<file path="src/rtl/opl3_wr_sched_if.sv">
// Requester handshakes and OPL3 host-bus signals of the register-write scheduler.
// master = requester/host side, slave = opl3_wr_sched.
interface opl3_wr_sched_if #(
    parameter int FIFO_DEPTH = 16
);
    localparam int LEVEL_W = $clog2(FIFO_DEPTH) + 1;

    logic               req0_valid;
    logic               req0_ready;
    logic               req0_bank;
    logic [7:0]         req0_reg;
    logic [7:0]         req0_data;

    logic               req1_valid;
    logic               req1_ready;
    logic               req1_bank;
    logic [7:0]         req1_reg;
    logic [7:0]         req1_data;

    logic [1:0]         opl_addr;
    logic [7:0]         opl_din;
    logic               opl_we;

    logic               busy;
    logic [LEVEL_W-1:0] level;

    modport master (
        output req0_valid, req0_bank, req0_reg, req0_data,
        output req1_valid, req1_bank, req1_reg, req1_data,
        input  req0_ready, req1_ready,
        input  opl_addr, opl_din, opl_we,
        input  busy, level
    );

    modport slave (
        input  req0_valid, req0_bank, req0_reg, req0_data,
        input  req1_valid, req1_bank, req1_reg, req1_data,
        output req0_ready, req1_ready,
        output opl_addr, opl_din, opl_we,
        output busy, level
    );
endinterface

</file>
<file path="src/rtl/opl3_wr_sched.sv">
// OPL3 register-write scheduler: round-robin arbiter -> FIFO -> two-port (address/data) replay FSM.
// Optional macro OPL3_WR_SKIP_ADDR_EN: skip the address phase when {bank, reg} repeats.
module opl3_wr_sched #(
    parameter int FIFO_DEPTH = 16,
    parameter int WE_WIDTH   = 2,
    parameter int ADDR_WAIT  = 32,
    parameter int DATA_WAIT  = 128
) (
    input logic           clk,
    input logic           rst_n,
    opl3_wr_sched_if.slave bus
);
    localparam int PTR_W = $clog2(FIFO_DEPTH);
    localparam int LVL_W = PTR_W + 1;

    localparam logic [PTR_W-1:0] PTR_ONE  = PTR_W'(1);
    localparam logic [LVL_W-1:0] LVL_ONE  = LVL_W'(1);
    localparam logic [LVL_W-1:0] LVL_ZERO = LVL_W'(0);
    localparam logic [LVL_W-1:0] LVL_FULL = LVL_W'(FIFO_DEPTH);

    // Counter reload values: a state lasting N cycles is entered with N-1.
    localparam logic [15:0] WE_CNT   = 16'(WE_WIDTH - 1);
    localparam logic [15:0] AGAP_CNT = 16'(ADDR_WAIT - 1);
    localparam logic [15:0] DGAP_CNT = 16'(DATA_WAIT - 1);
    localparam bit          HAS_AGAP = (ADDR_WAIT > 0);
    localparam bit          HAS_DGAP = (DATA_WAIT > 0);

    typedef enum logic [2:0] {
        S_IDLE       = 3'd0,
        S_ADDR_SETUP = 3'd1,
        S_ADDR_PULSE = 3'd2,
        S_ADDR_GAP   = 3'd3,
        S_DATA_SETUP = 3'd4,
        S_DATA_PULSE = 3'd5,
        S_DATA_GAP   = 3'd6
    } state_t;

    // FIFO entry layout: {bank, reg, data}
    function automatic logic [16:0] pack_entry(input logic bank, input logic [7:0] rg,
                                               input logic [7:0] data);
        return {bank, rg, data};
    endfunction

    logic [16:0]      mem_r [FIFO_DEPTH];
    logic [PTR_W-1:0] wr_ptr_r;
    logic [PTR_W-1:0] rd_ptr_r;
    logic [LVL_W-1:0] level_r;
    logic [LVL_W-1:0] level_nxt_s;
    logic [16:0]      entry_r;
    logic [16:0]      head_s;
    logic [16:0]      push_entry_s;
    logic             last_grant_r;
    logic             full_s;
    logic             empty_s;
    logic             ready0_s;
    logic             ready1_s;
    logic             push_s;
    logic             pop_s;
    logic             fetch_s;
    logic             skip_s;

    state_t           state_r;
    state_t           state_nxt_s;
    logic [15:0]      cnt_r;
    logic [15:0]      cnt_nxt_s;

    logic [1:0]       opl_addr_r;
    logic [1:0]       opl_addr_nxt_s;
    logic [7:0]       opl_din_r;
    logic [7:0]       opl_din_nxt_s;
    logic             opl_we_r;
    logic             opl_we_nxt_s;
    logic             busy_r;
    logic             busy_nxt_s;

    assign full_s  = (level_r == LVL_FULL);
    assign empty_s = (level_r == LVL_ZERO);
    assign head_s  = mem_r[rd_ptr_r];

    // Round-robin arbiter; a tie goes to the port not granted last, nothing is accepted while full.
    always_comb begin
        ready0_s = 1'b0;
        ready1_s = 1'b0;
        if (!full_s) begin
            if (bus.req0_valid && bus.req1_valid) begin
                if (last_grant_r) begin
                    ready0_s = 1'b1;
                end else begin
                    ready1_s = 1'b1;
                end
            end else if (bus.req0_valid) begin
                ready0_s = 1'b1;
            end else if (bus.req1_valid) begin
                ready1_s = 1'b1;
            end else begin
                ready0_s = 1'b0;
                ready1_s = 1'b0;
            end
        end else begin
            ready0_s = 1'b0;
            ready1_s = 1'b0;
        end
    end

    assign push_s       = ready0_s | ready1_s;
    assign push_entry_s = ready1_s ? pack_entry(bus.req1_bank, bus.req1_reg, bus.req1_data)
                                   : pack_entry(bus.req0_bank, bus.req0_reg, bus.req0_data);

    // Round-robin pointer: remembers which port won the last accept (reset favours req0).
    always_ff @(posedge clk or negedge rst_n) begin
        if (!rst_n) begin
            last_grant_r <= 1'b1;
        end else if (push_s) begin
            last_grant_r <= ready1_s;
        end
    end

    // FIFO storage array, write port only.
    always_ff @(posedge clk) begin
        if (push_s) begin
            mem_r[wr_ptr_r] <= push_entry_s;
        end
    end

    // Occupancy follows push/pop; simultaneous push and pop leave it unchanged.
    always_comb begin
        case ({push_s, pop_s})
            2'b10:   level_nxt_s = level_r + LVL_ONE;
            2'b01:   level_nxt_s = level_r - LVL_ONE;
            default: level_nxt_s = level_r;
        endcase
    end

    // FIFO pointers, occupancy and the registered read of the popped entry.
    always_ff @(posedge clk or negedge rst_n) begin
        if (!rst_n) begin
            wr_ptr_r <= {PTR_W{1'b0}};
            rd_ptr_r <= {PTR_W{1'b0}};
            level_r  <= LVL_ZERO;
            entry_r  <= 17'd0;
        end else begin
            level_r <= level_nxt_s;
            if (push_s) begin
                wr_ptr_r <= wr_ptr_r + PTR_ONE;
            end
            if (pop_s) begin
                rd_ptr_r <= rd_ptr_r + PTR_ONE;
                entry_r  <= head_s;
            end
        end
    end

`ifdef OPL3_WR_SKIP_ADDR_EN
    logic [8:0] last_addr_r;
    logic       last_vld_r;

    assign skip_s = last_vld_r && (head_s[16:8] == last_addr_r);

    // Remembers the {bank, reg} most recently latched into the chip by an address pulse.
    always_ff @(posedge clk or negedge rst_n) begin
        if (!rst_n) begin
            last_vld_r  <= 1'b0;
            last_addr_r <= 9'd0;
        end else if (state_r == S_ADDR_PULSE) begin
            last_vld_r  <= 1'b1;
            last_addr_r <= entry_r[16:8];
        end
    end
`else
    assign skip_s = 1'b0;
`endif

    // FSM state and wait-counter register.
    always_ff @(posedge clk or negedge rst_n) begin
        if (!rst_n) begin
            state_r <= S_IDLE;
            cnt_r   <= 16'd0;
        end else begin
            state_r <= state_nxt_s;
            cnt_r   <= cnt_nxt_s;
        end
    end

    // Next-state logic; fetch_s marks the points where the next FIFO entry may be started.
    always_comb begin
        state_nxt_s = state_r;
        cnt_nxt_s   = cnt_r;
        pop_s       = 1'b0;
        fetch_s     = 1'b0;
        case (state_r)
            S_IDLE: begin
                fetch_s = 1'b1;
            end
            S_ADDR_SETUP: begin
                state_nxt_s = S_ADDR_PULSE;
                cnt_nxt_s   = WE_CNT;
            end
            S_ADDR_PULSE: begin
                if (cnt_r != 16'd0) begin
                    cnt_nxt_s = cnt_r - 16'd1;
                end else if (HAS_AGAP) begin
                    state_nxt_s = S_ADDR_GAP;
                    cnt_nxt_s   = AGAP_CNT;
                end else begin
                    state_nxt_s = S_DATA_SETUP;
                end
            end
            S_ADDR_GAP: begin
                if (cnt_r != 16'd0) begin
                    cnt_nxt_s = cnt_r - 16'd1;
                end else begin
                    state_nxt_s = S_DATA_SETUP;
                end
            end
            S_DATA_SETUP: begin
                state_nxt_s = S_DATA_PULSE;
                cnt_nxt_s   = WE_CNT;
            end
            S_DATA_PULSE: begin
                if (cnt_r != 16'd0) begin
                    cnt_nxt_s = cnt_r - 16'd1;
                end else if (HAS_DGAP) begin
                    state_nxt_s = S_DATA_GAP;
                    cnt_nxt_s   = DGAP_CNT;
                end else begin
                    fetch_s = 1'b1;
                end
            end
            S_DATA_GAP: begin
                if (cnt_r != 16'd0) begin
                    cnt_nxt_s = cnt_r - 16'd1;
                end else begin
                    fetch_s = 1'b1;
                end
            end
            default: begin
                state_nxt_s = S_IDLE;
                cnt_nxt_s   = 16'd0;
            end
        endcase

        if (fetch_s) begin
            cnt_nxt_s = 16'd0;
            if (!empty_s) begin
                pop_s       = 1'b1;
                state_nxt_s = skip_s ? S_DATA_SETUP : S_ADDR_SETUP;
            end else begin
                state_nxt_s = S_IDLE;
            end
        end else begin
            pop_s = 1'b0;
        end
    end

    // Bus values for the current state; addr/din hold unless a setup state reloads them.
    always_comb begin
        opl_addr_nxt_s = opl_addr_r;
        opl_din_nxt_s  = opl_din_r;
        opl_we_nxt_s   = 1'b0;
        case (state_r)
            S_IDLE:       opl_we_nxt_s = 1'b0;
            S_ADDR_SETUP: begin
                opl_addr_nxt_s = {entry_r[16], 1'b0};
                opl_din_nxt_s  = entry_r[15:8];
                opl_we_nxt_s   = 1'b0;
            end
            S_ADDR_PULSE: opl_we_nxt_s = 1'b1;
            S_ADDR_GAP:   opl_we_nxt_s = 1'b0;
            S_DATA_SETUP: begin
                opl_addr_nxt_s = {entry_r[16], 1'b1};
                opl_din_nxt_s  = entry_r[7:0];
                opl_we_nxt_s   = 1'b0;
            end
            S_DATA_PULSE: opl_we_nxt_s = 1'b1;
            S_DATA_GAP:   opl_we_nxt_s = 1'b0;
            default:      opl_we_nxt_s = 1'b0;
        endcase
    end

    assign busy_nxt_s = (state_nxt_s != S_IDLE) || (level_nxt_s != LVL_ZERO);

    // Registered OPL3 host-bus outputs and busy flag.
    always_ff @(posedge clk or negedge rst_n) begin
        if (!rst_n) begin
            opl_addr_r <= 2'd0;
            opl_din_r  <= 8'd0;
            opl_we_r   <= 1'b0;
            busy_r     <= 1'b0;
        end else begin
            opl_addr_r <= opl_addr_nxt_s;
            opl_din_r  <= opl_din_nxt_s;
            opl_we_r   <= opl_we_nxt_s;
            busy_r     <= busy_nxt_s;
        end
    end

    assign bus.req0_ready = ready0_s;
    assign bus.req1_ready = ready1_s;
    assign bus.opl_addr   = opl_addr_r;
    assign bus.opl_din    = opl_din_r;
    assign bus.opl_we     = opl_we_r;
    assign bus.busy       = busy_r;
    assign bus.level      = level_r;
endmodule

</file>
<file path="src/flat_wrapper.sv">
// flat-port wrapper written by rule: the top's interface ports become plain ports
module opl3_wr_sched_flat 
#(
    parameter int FIFO_DEPTH = 16,
    parameter int WE_WIDTH   = 2,
    parameter int ADDR_WAIT  = 32,
    parameter int DATA_WAIT  = 128
)
  (clk, rst_n, bus_req0_valid, bus_req0_bank, bus_req0_reg, bus_req0_data, bus_req1_valid, bus_req1_bank, bus_req1_reg, bus_req1_data, bus_req0_ready, bus_req1_ready, bus_opl_addr, bus_opl_din, bus_opl_we, bus_busy, bus_level);
  opl3_wr_sched_if #(.FIFO_DEPTH(FIFO_DEPTH)) bus_i ();
  input logic clk;
  input logic rst_n;
  input wire logic [$bits(bus_i.req0_valid)-1:0] bus_req0_valid;
  input wire logic [$bits(bus_i.req0_bank)-1:0] bus_req0_bank;
  input wire logic [$bits(bus_i.req0_reg)-1:0] bus_req0_reg;
  input wire logic [$bits(bus_i.req0_data)-1:0] bus_req0_data;
  input wire logic [$bits(bus_i.req1_valid)-1:0] bus_req1_valid;
  input wire logic [$bits(bus_i.req1_bank)-1:0] bus_req1_bank;
  input wire logic [$bits(bus_i.req1_reg)-1:0] bus_req1_reg;
  input wire logic [$bits(bus_i.req1_data)-1:0] bus_req1_data;
  output wire logic [$bits(bus_i.req0_ready)-1:0] bus_req0_ready;
  output wire logic [$bits(bus_i.req1_ready)-1:0] bus_req1_ready;
  output wire logic [$bits(bus_i.opl_addr)-1:0] bus_opl_addr;
  output wire logic [$bits(bus_i.opl_din)-1:0] bus_opl_din;
  output wire logic [$bits(bus_i.opl_we)-1:0] bus_opl_we;
  output wire logic [$bits(bus_i.busy)-1:0] bus_busy;
  output wire logic [$bits(bus_i.level)-1:0] bus_level;
  assign bus_i.req0_valid = bus_req0_valid;
  assign bus_i.req0_bank = bus_req0_bank;
  assign bus_i.req0_reg = bus_req0_reg;
  assign bus_i.req0_data = bus_req0_data;
  assign bus_i.req1_valid = bus_req1_valid;
  assign bus_i.req1_bank = bus_req1_bank;
  assign bus_i.req1_reg = bus_req1_reg;
  assign bus_i.req1_data = bus_req1_data;
  assign bus_req0_ready = bus_i.req0_ready;
  assign bus_req1_ready = bus_i.req1_ready;
  assign bus_opl_addr = bus_i.opl_addr;
  assign bus_opl_din = bus_i.opl_din;
  assign bus_opl_we = bus_i.opl_we;
  assign bus_busy = bus_i.busy;
  assign bus_level = bus_i.level;
  opl3_wr_sched #(.FIFO_DEPTH(FIFO_DEPTH), .WE_WIDTH(WE_WIDTH), .ADDR_WAIT(ADDR_WAIT), .DATA_WAIT(DATA_WAIT)) u_core (.clk(clk), .rst_n(rst_n), .bus(bus_i));
endmodule
</file>
<file path="config.mk">
export PLATFORM = sky130hd
export DESIGN_NAME = opl3_wr_sched_flat
export DESIGN_NICKNAME = d
export VERILOG_FILES = /design/src/rtl/opl3_wr_sched_if.sv /design/src/rtl/opl3_wr_sched.sv /design/src/flat_wrapper.sv
export SDC_FILE = /design/constraint.sdc
export NUM_CORES = 1
export LEC_CHECK = 0
export ABC_AREA = 1
export CAP_MARGIN = 20
export CORE_MARGIN = 4
export CORE_UTILIZATION = 30
export CTS_BUF_LIST = sky130_fd_sc_hd__clkbuf_8 sky130_fd_sc_hd__clkbuf_16
export DETAILED_ROUTE_END_ITERATION = 8
export PLACE_DENSITY_LB_ADDON = 0.25
export SLEW_MARGIN = 10
export SYNTH_ARGS = -nofsm -noshare
export SYNTH_HDL_FRONTEND = slang
export SYNTH_SLANG_ARGS = --single-unit
export TNS_END_PERCENT = 10
</file>
<file path="constraint.sdc">
create_clock -name clk -period 8.1 [get_ports clk]
set_input_delay 1.62 -clock clk [delete_from_list [all_inputs] [get_ports clk]]
set_output_delay 1.62 -clock clk [all_outputs]
set_load 0.05 [all_outputs]
</file>
==> results of run 1 <==
## logic make-up (layout without fill, tap and decap cells)
| family | after synthesis | in the layout |
|---|---|---|
| buffers and inverters | 116 | 196 |
| DFF | 334 | 334 |
| adders and majority gates | 12 | 12 |
| muxes | 2 | 2 |
| AOI/OAI and AO/OA | 231 | 231 |
| and+or+nand+nor | 568 | 568 |
| xor gates and xnor gates | 16 | 16 |
## registers in the layout, indices dropped and copies added (netlist names)
signal / flops
u_core.rd_ptr_r: 4
u_core.state_r: 3
u_core.last_grant_r: 1
u_core.entry_r: 17
u_core.mem_r: 272
u_core.bus.busy: 1
u_core.wr_ptr_r: 4
u_core.bus.opl_addr: 2
u_core.bus.opl_we: 1
u_core.bus.level: 5
u_core.bus.opl_din: 8
u_core.cnt_r: 16
## area by class of cell
class / count / area [sq um] / area share [%]
well taps: 607 / 759 / 4.55
repair buffers: 80 / 751 / 4.50
inverters: 52 / 199 / 1.19
multi-input cells: 829 / 4080 / 24.5
clock inverters: 28 / 263 / 1.58
clock buffers: 36 / 901 / 5.40
flip-flops and latches: 334 / 9730 / 58.3
## per-stage QoR
stage          worst slack (ns)  total power, W  cell area (sq um)
2_1_floorplan              4.11         0.00253              14300
3_3_place_gp               2.73         0.00278              15500
3_5_place_dp               2.71         0.00280              15500
4_1_cts                    2.70         0.00444              16700
5_1_grt                    2.57         0.00458              16700
6_report                   2.72         0.00439              16700
## power by group
| part | total (W) | internal (W) | switching, W |
|---|---|---|---|
| clock network | 0.00164 | 0.000968 | 0.000669 |
| registers | 0.00219 | 0.00213 | 0.0000607 |
| logic | 0.000564 | 0.000146 | 0.000418 |
## worst max-delay path: cells and delay by family
family | cells | cell delay, ns
AO/OA/AOI/OAI | 1 | 0.14
buffers and inverters | 4 | 1.73
AND/OR/NAND/NOR | 1 | 0.25
## routing by layer
layer / track usage, % / vias to the layer above / routed length (microns)
met1: 19.0 / 4531 / 16400
met5: 0 / - / 0
li1: - / 4557 / -
met3: 2.30 / 37 / 1420
met4: 3.24 / 0 / 556
met2: 23.0 / 155 / 17000
## cells in the mapped netlist, types with 2 or more instances
master / instances
nand3_2: 3
dfrtp_1: 61
nand3b_4: 2
nor2_4: 4
xor2_1: 12
o21ai_1: 3
inv_2: 10
nand4_1: 2
inv_1: 40
edfxtp_1: 272
nand2_2: 8
nand3_1: 57
nor2_2: 3
buf_2: 17
nor2_1: 255
buf_6: 4
or2_2: 3
ha_1: 11
o21ai_2: 2
clkbuf_1: 32
buf_1: 6
o21ai_0: 141
nor3_1: 5
xnor2_1: 4
a31oi_1: 8
a21oi_1: 5
o211ai_1: 69
nor3_2: 4
nand2_1: 220
buf_4: 5
## worst max-delay path by stage
stage,from,end,slack (ns),depth (start not counted)
3_5_place_dp,bus_req1_valid,bus_req1_ready,2.71,6
5_1_grt,bus_req1_valid,bus_req1_ready,2.57,6
3_3_place_gp,bus_req1_valid,bus_req1_ready,2.73,6
2_1_floorplan,bus_req1_valid,bus_req1_ready,4.11,5
4_1_cts,bus_req1_valid,bus_req1_ready,2.70,6
6_report,bus_req1_valid,bus_req1_ready,2.72,6
==> results.md, run 1 <==
- Status: complete, no violations
- Die H: 226 microns
- Netlist Area Pre-Place: 14300 sq um
- Gr ovfl total: 0
- Reg2reg start: u_core.rd_ptr_r[0]
- Setup violations, final: 0
- Area delta synth->final: 16.9%
- Kind of critical path: input pin to primary output
- Prevailing post-synth register cell: edfxtp_1
- Warnings, synthesis: 0
- I/O pin cnt: 57
- H-tree lvl count: 2
- Crit path largest cell delay: 0.86 ns
- Mux contribution to synthesized area: 0.149%
- Starting Density: 30.5%
- HP Start: u_core.last_grant_r
- Ratio of cells with drive above 1 in the final layout: 9.79%
- FP Rows: 79
- Final Cycle Share: 66.5%
- Leak pwr: 5.97 nW
- Startpoint types: input pin
- First-iteration detailed-routing DRC count: 702
- Largest net degree at the start of global routing: 83
- Die W: 226 microns
- Critical path fanouts, max: 19
- Vias per Instance: 4.72
- All-Layer GR Usage: 13.8%
- Clock slew at reported path FFs: 0.06 ns
- Vias: 9280
- Worst min path class: flop to flop
- Synth area leader: edfxtp_1
- Crit-path cells: clkdlybuf4s50_1 > inv_1 > a21oi_1 > nand2_2 > inv_2 > clkdlybuf4s50_1
- Final Util: 35.7%
- Avg WL per Cell: 18.0 microns
- Post-Route Skew: 0.0161 ns
- Clk_lat worst skew: 0.53 ns
- FILL cells: 4580
- Register-to-Register Path Depth: 8
- Core Area: 46800 sq um
- Final WL: 35.4 mm
- Top cell by count, worst path: clkdlybuf4s50_1
- Critical Path AT: 3.76 ns
- Post-Synth Adder-Cell Area: 1.11%
- Fin Setup TNS: 0 ns
- Commonest non-fill, non-tap cell in the layout: edfxtp_1
- Clk sink count: 334
- Synth top area share: 57.3%
- Pwr dens: 263 nW/um^2
- Vias in the first global route: 8924
- Ys async rst share: 18.6%
- # resized after CTS: 0
- CP required: 6.48 ns
- Final nets: 1382
- Mean area per synthesized cell: 11.2 sq um
- Largest family of logic cells by synthesized area: simple AND/OR/NAND/NOR gates
- # diodes: 0
- Cell Count, Final, Fillers Out: 1966
- Number of synthesized flops with an enable pin: 272
- Crit end category: primary output
- Syn_nets: 1329
- Worst slew pin tran: 0.851 ns
- RSZ-0062 raised after global routing: no
- #FFs+latches synth: 334
- Gpl congestion: 0.769
- Final hold slack: 0.477 ns
- XOR/XNOR share of the synthesized area: 0.983%
- Router iterations before antenna repair: 5
- Worst Hold End: u_core.last_grant_r
- Die area: 51100 sq um
- DRC: 0
- CP max stage cell: clkdlybuf4s50_1
- Max IR drop VDD: 163 uV
- Num CTS Buffers: 35
- Simple-gate portion of the synthesized area: 16.6%
- Hold buffer count at CTS: 0
- Antenna viol nets, final: 0
- First-pass GRT wire length: 54.3 mm
- Post-synthesis compound-gate area fraction: 9.48%
- I/O Buffers: 56
- Initial antenna violation count: 0
- Final Hold Fails: 0
- Inst Count DP: 1901
- Max Cap Viol: 0
- Fin. max-slew vios: 0
- Max Buffers Root-to-Sink: 3
- Detail Placement HPWL: 20.5 mm
- Postcts setup bufs: 0
- Slew HR: 43.3%
- Flop-to-flop setup slack: 4.54 ns
- Synth area leaders: edfxtp_1 57%, dfrtp_1 11%, nor2_1 6.7%, nand2_1 5.8%, o21ai_0 4.9%
- Cells after Synth: 1279
- Register area share after synthesis: 68.2%
- Worst R2R End: u_core.entry_r[5]
- Final min period: 5.38 ns
- Most frequent cells in the layout: 272 x edfxtp_1, 241 x nor2_1, 220 x nand2_1, 141 x o21ai_0, 69 x o211ai_1
- Hold path depth: 2
- CTS tree: done
- CTS Root Cell: clkbuf_16
- FMAX: 186 MHz
- Yosys cell types: 41
Power figures use the tool's default switching activity.
==> inputs of run 2 (changes only) <==
- clock period: 8.1 -> 5.1 ns (I/O delays scaled with it)
==> run 2 against run 1 <==
Final cell count up 0.41%. Via count increased by 1.0%. Combinational power up 60%. Core utilization up 0.14 points. Die area is the same. First-iteration DRC count up 20%. Critical path type unchanged. Critical endpoint unchanged. Largest cell class unchanged. Largest power group unchanged. Highest routed layer unchanged.
==> results.md, run 2 (same netlist as run 1, synthesis figures left out) <==
- Critical Path AT: 2.90 ns
- Slew HR: 37.9%
- Design Area, Final: 16700 sq um
- DRC: 0
- Core Area: 46800 sq um
- Vias in the first global route: 9292
- Startpoint types: input pin
- Die H: 226 microns
- RSZ-0062 raised after global routing: no
- Post-placement cell area: 15500 sq um
- Fin. max-slew vios: 0
- Overall power: 0.00704 W
- Kind of critical path: input pin to primary output
- Leak pwr: 6.02 nW
- Critical path fanouts, max: 18
- Max FFs per register: 272
- First-iteration detailed-routing DRC count: 841
- Area delta synth->final: 17.4%
- # diodes: 0
- Post-Route Skew: 0.0213 ns
- Max Buffers Root-to-Sink: 3
- Antenna viol nets, final: 0
- Pwr dens: 420 nW/um^2
- Router iterations before antenna repair: 4
- Clock slew at reported path FFs: 0.06 ns
- Gpl congestion: 0.788
- FILL cells: 4601
- All-Layer GR Usage: 13.9%
- Postcts setup bufs: 0
- Final Cycle Share: 76.8%
- Initial antenna violation count: 0
- Starting Density: 30.5%
- CP required: 4.08 ns
- Vias: 9373
- Die W: 226 microns
- FP Rows: 79
- Most frequent cells in the layout: 272 x edfxtp_1, 241 x nor2_1, 220 x nand2_1, 141 x o21ai_0, 69 x o211ai_1
- Final Hold Fails: 0
- Avg WL per Cell: 18.0 microns
- CTS tree: done
- Fin Setup TNS: 0 ns
- Largest net degree at the start of global routing: 83
- First-pass GRT wire length: 55.1 mm
- FMAX: 255 MHz
- Num CTS Buffers: 37
- Clk_lat worst skew: 0.54 ns
- Worst slew pin tran: 0.931 ns
- # resized after CTS: 0
- Worst min path class: input pin to async pin
- Max IR drop VDD: 245 uV
- H-tree lvl count: 2
- I/O Buffers: 56
- Gr ovfl total: 0
- Inst Count DP: 1906
- Ratio of cells with drive above 1 in the final layout: 10.2%
- Status: complete, no violations
- Final WL: 35.5 mm
- Max Cap Viol: 0
- Commonest non-fill, non-tap cell in the layout: edfxtp_1
- I/O pin cnt: 57
- Detail Placement HPWL: 20.9 mm
- Cell Count, Final, Fillers Out: 1974
- Final min period: 3.92 ns
- CTS Root Cell: clkbuf_16
- Biggest regs: u_core.mem_r: 272 flops, u_core.entry_r: 17 flops, u_core.cnt_r: 16 flops
- Hold buffer count at CTS: 0
- Clk sink count: 334
- Die area: 51100 sq um
- Vias per Instance: 4.75
- Setup violations, final: 0
- Largest Register: u_core.mem_r
- Crit end category: primary output
- Final nets: 1388
-- run 2: cell count changes in the layout (fill, tap and decap cells not counted), sizes merged --
| cell | before | now |
|---|---|---|
| buf | 25 | 29 |
| bufinv | 5 | 4 |
| clkbuf | 36 | 38 |
| clkinv | 18 | 19 |
| inv | 56 | 58 |
-- run 2: critical path, cell delays in order --
cell and delay (ns):
clkdlybuf4s50_1 0.49, inv_1 0.06, a21oi_1 0.14, nand2_2 0.09
inv_2 0.22, clkdlybuf4s50_1 0.86
-- run 2: final cells by class --
cell class	instances	area, sq um	share of cell area (%)
clock inverter	30	262	1.56
tap	607	759	4.54
multi-input combinational	829	4080	24.4
timing repair buffer	84	766	4.57
sequential	334	9730	58.1
inverter	52	199	1.19
clock buffer	38	951	5.68
-- run 2: stage by stage --
| stage | hold WS, ns | utilization [%] | worst slack (ns) |
|---|---|---|---|
| final | 0.476 | 35.8 | 1.18 |
| after global routing | 0.504 | 35.8 | 1.08 |
| after CTS | 0.482 | 35.8 | 1.18 |
| after detailed placement | 0.471 | 33.2 | 1.19 |
| after global placement | 0.470 | 33.2 | 1.16 |
| after floorplan | 0.443 | - | 2.31 |
-- run 2: path summary, 6_finish.rpt --
path	slack [ns]	startpoint	to	depth (start not counted)
max in group asynchronous	3.69	rst_n	u_core.rd_ptr_r[0]	2
setup / recovery	1.18	bus_req1_valid	bus_req1_ready	6
hold / removal	0.48	rst_n	u_core.cnt_r[7]	1
setup reg to reg	1.82	u_core.bus.level[0]	u_core.bus.busy	14
min in group clk	0.48	u_core.last_grant_r	u_core.last_grant_r	2
hold reg to reg	0.48	u_core.last_grant_r	u_core.last_grant_r	2
-- run 2: layer usage --
layer	wire, microns	track usage [%]	vias up
met4	668	3.44	0
met2	17100	23.6	154
li1	-	-	4569
met5	0	0	-
met3	1430	2.26	44
met1	16300	18.7	4606
-- run 2: power breakdown --
| part | total, W | switching [W] | internal, W |
|---|---|---|---|
| clock network | 0.00266 | 0.00109 | 0.00157 |
| registers | 0.00348 | 0.0000965 | 0.00338 |
| logic | 0.000902 | 0.000671 | 0.000231 |
| total | 0.00704 | 0.00186 | 0.00518 |
==> inputs of run 3 (changes only) <==
- clock period: 5.1 -> 4 ns (I/O delays scaled with it)
==> run 3 against run 2 <==
Sequential share of layout area increased by 0.27 points. Worst hold slack lost 0.16 ns. Combinational power grew 26%. Critical path depth increased by 1. Non-clock buffer count down 1. Sequential power up 28%. Register-to-register slack got worse by 0.74 ns. First-iteration DRC count fell by 5.8%. Clock power grew 18%. Wire length increased by 1.9%. Worst setup slack got worse by 0.34 ns.
==> results.md, run 3 (same netlist as run 1, synthesis figures left out) <==
- Status: complete, no violations
- Clk_lat worst skew: 0.54 ns
- Crit path largest cell delay: 0.69 ns
- Biggest regs: u_core.mem_r: 272 flops, u_core.entry_r: 17 flops, u_core.cnt_r: 16 flops
- Antenna viol nets, final: 0
- Core Area: 46800 sq um
- Final Hold Fails: 0
- Final nets: 1385
- Vias in the first global route: 9245
- Crit path launch: u_core.bus.level[0]
- Critical path fanouts, max: 5
- Postcts setup bufs: 0
- RSZ-0062 raised after global routing: no
- Clock slew at reported path FFs: 0.07 ns
- CTS Root Cell: clkbuf_16
- Max Cap Viol: 0
- Multi-input logic area: 4080 sq um
- Starting Density: 30.5%
- Initial antenna violation count: 0
- Die H: 226 microns
- Kind of critical path: flop to primary output
- Most frequent cells in the layout: 272 x edfxtp_1, 241 x nor2_1, 220 x nand2_1, 141 x o21ai_0, 69 x o211ai_1
- # resized after CTS: 0
- Gr ovfl total: 0
- Final min period: 3.15 ns
- Pwr dens: 523 nW/um^2
- Commonest non-fill, non-tap cell in the layout: edfxtp_1
- Crit-path cells: nor2_1 > nand3_1 > nor2_1 > inv_2 > o211ai_1 > inv_1 > clkdlybuf4s50_1
- Num CTS Buffers: 35
- Final Cycle Share: 78.8%
- Max Buffers Root-to-Sink: 3
- Max FFs per register: 272
- CTS tree: done
- First-pass GRT wire length: 56.1 mm
- Design Area, Final: 16700 sq um
- Setup violations, final: 0
- Ratio of cells with drive above 1 in the final layout: 10.1%
- I/O pin cnt: 57
- Detail Placement HPWL: 22.2 mm
- Post-placement cell area: 15600 sq um
- Gpl congestion: 0.798
- Fin. max-slew vios: 0
- FP Rows: 79
- Die area: 51100 sq um
- Post-Route Skew: 0.0203 ns
- Critical Path AT: 2.35 ns
- Startpoint types: flop
- Max IR drop VDD: 325 uV
- Router iterations before antenna repair: 5
- # diodes: 0
- Vias per Instance: 4.80
- DRC: 0
- CP max stage cell: clkdlybuf4s50_1
- Worst min path class: input pin to async pin
- Die W: 226 microns
- Hold buffer count at CTS: 0
- Reg2reg start: u_core.cnt_r[0]
- All-Layer GR Usage: 14.2%
- Avg WL per Cell: 18.4 microns
- Worst slew pin tran: 0.964 ns
- Crit end category: primary output
- Fin Setup TNS: 0 ns
- CP required: 3.20 ns
- Clk sink count: 334
- Largest net degree at the start of global routing: 75
- Top cell by count, worst path: nor2_1
- H-tree lvl count: 2
- Area delta synth->final: 16.9%
- I/O Buffers: 56
- First-iteration detailed-routing DRC count: 792
- Vias: 9453
- Leak pwr: 5.96 nW
- FILL cells: 4614
- Largest Register: u_core.mem_r
- Slew HR: 35.8%
- FMAX: 317 MHz
- Final WL: 36.2 mm
- Reg area: 9730 sq um
==> run 3: cell types whose count changed in the layout (fill, tap and decap cells not counted), sizes merged <==
cell / change
bufinv: -2
clkinv: -2
clkinvlp: +2
clkdlybuf4s50: -1
clkbuf: -2
==> run 3: metal layers <==
layer,up-vias,global-route usage [%],share of wire (%)
li1,4566,-,-
met1,4636,19.9,46
met2,197,22.9,47
met3,54,2.43,4.3
met4,0,3.73,2.0
met5,-,0,0
==> run 3: area by class of cell <==
cell class	count	share of cell area, %
inverter	52	1.19
multi-input combinational	829	24.5
sequential	334	58.4
clock buffer	36	5.41
timing repair buffer	83	4.83
tap	607	4.56
clock inverter	28	1.16
==> run 3: critical path: cells and delay by family (launching register included) <==
| family | cells | cell delay, ns |
|---|---|---|
| AND/OR/NAND/NOR | 3 | 0.47 |
| buffers and inverters | 3 | 0.81 |
| AO/OA/AOI/OAI | 1 | 0.09 |
| flip-flops | 1 | 0.45 |
==> run 3: per-stage QoR <==
step	worst slack (ns)	total power, W	std cells	utilization, %	hold WS [ns]
2_1_floorplan	1.26	0.00511	1279	-	0.443
3_3_place_gp	0.872	0.00565	1905	33.3	0.467
3_5_place_dp	0.845	0.00567	1905	33.3	0.463
4_1_cts	0.814	0.00882	1969	35.6	0.338
5_1_grt	0.699	0.00909	1969	35.6	0.364
6_report	0.848	0.00871	1969	35.6	0.318
==> run 3: where the power goes <==
part	internal (W)	switching [W]
Sequential	0.00431	0.000131
Clock	0.00177	0.00136
Combinational	0.000292	0.000847
Total	0.00637	0.00234
==> run 3: worst paths after layout <==
path	endpoint	slack, ns	cells past startpoint
worst max-delay path	bus_req0_ready	0.85	7
worst min-delay path	u_core.cnt_r[6]	0.32	1
worst max register to register	u_core.bus.busy	1.08	18
worst min register to register	u_core.last_grant_r	0.47	2
max in group asynchronous	u_core.last_grant_r	2.92	2
min in group clk	u_core.last_grant_r	0.47	2
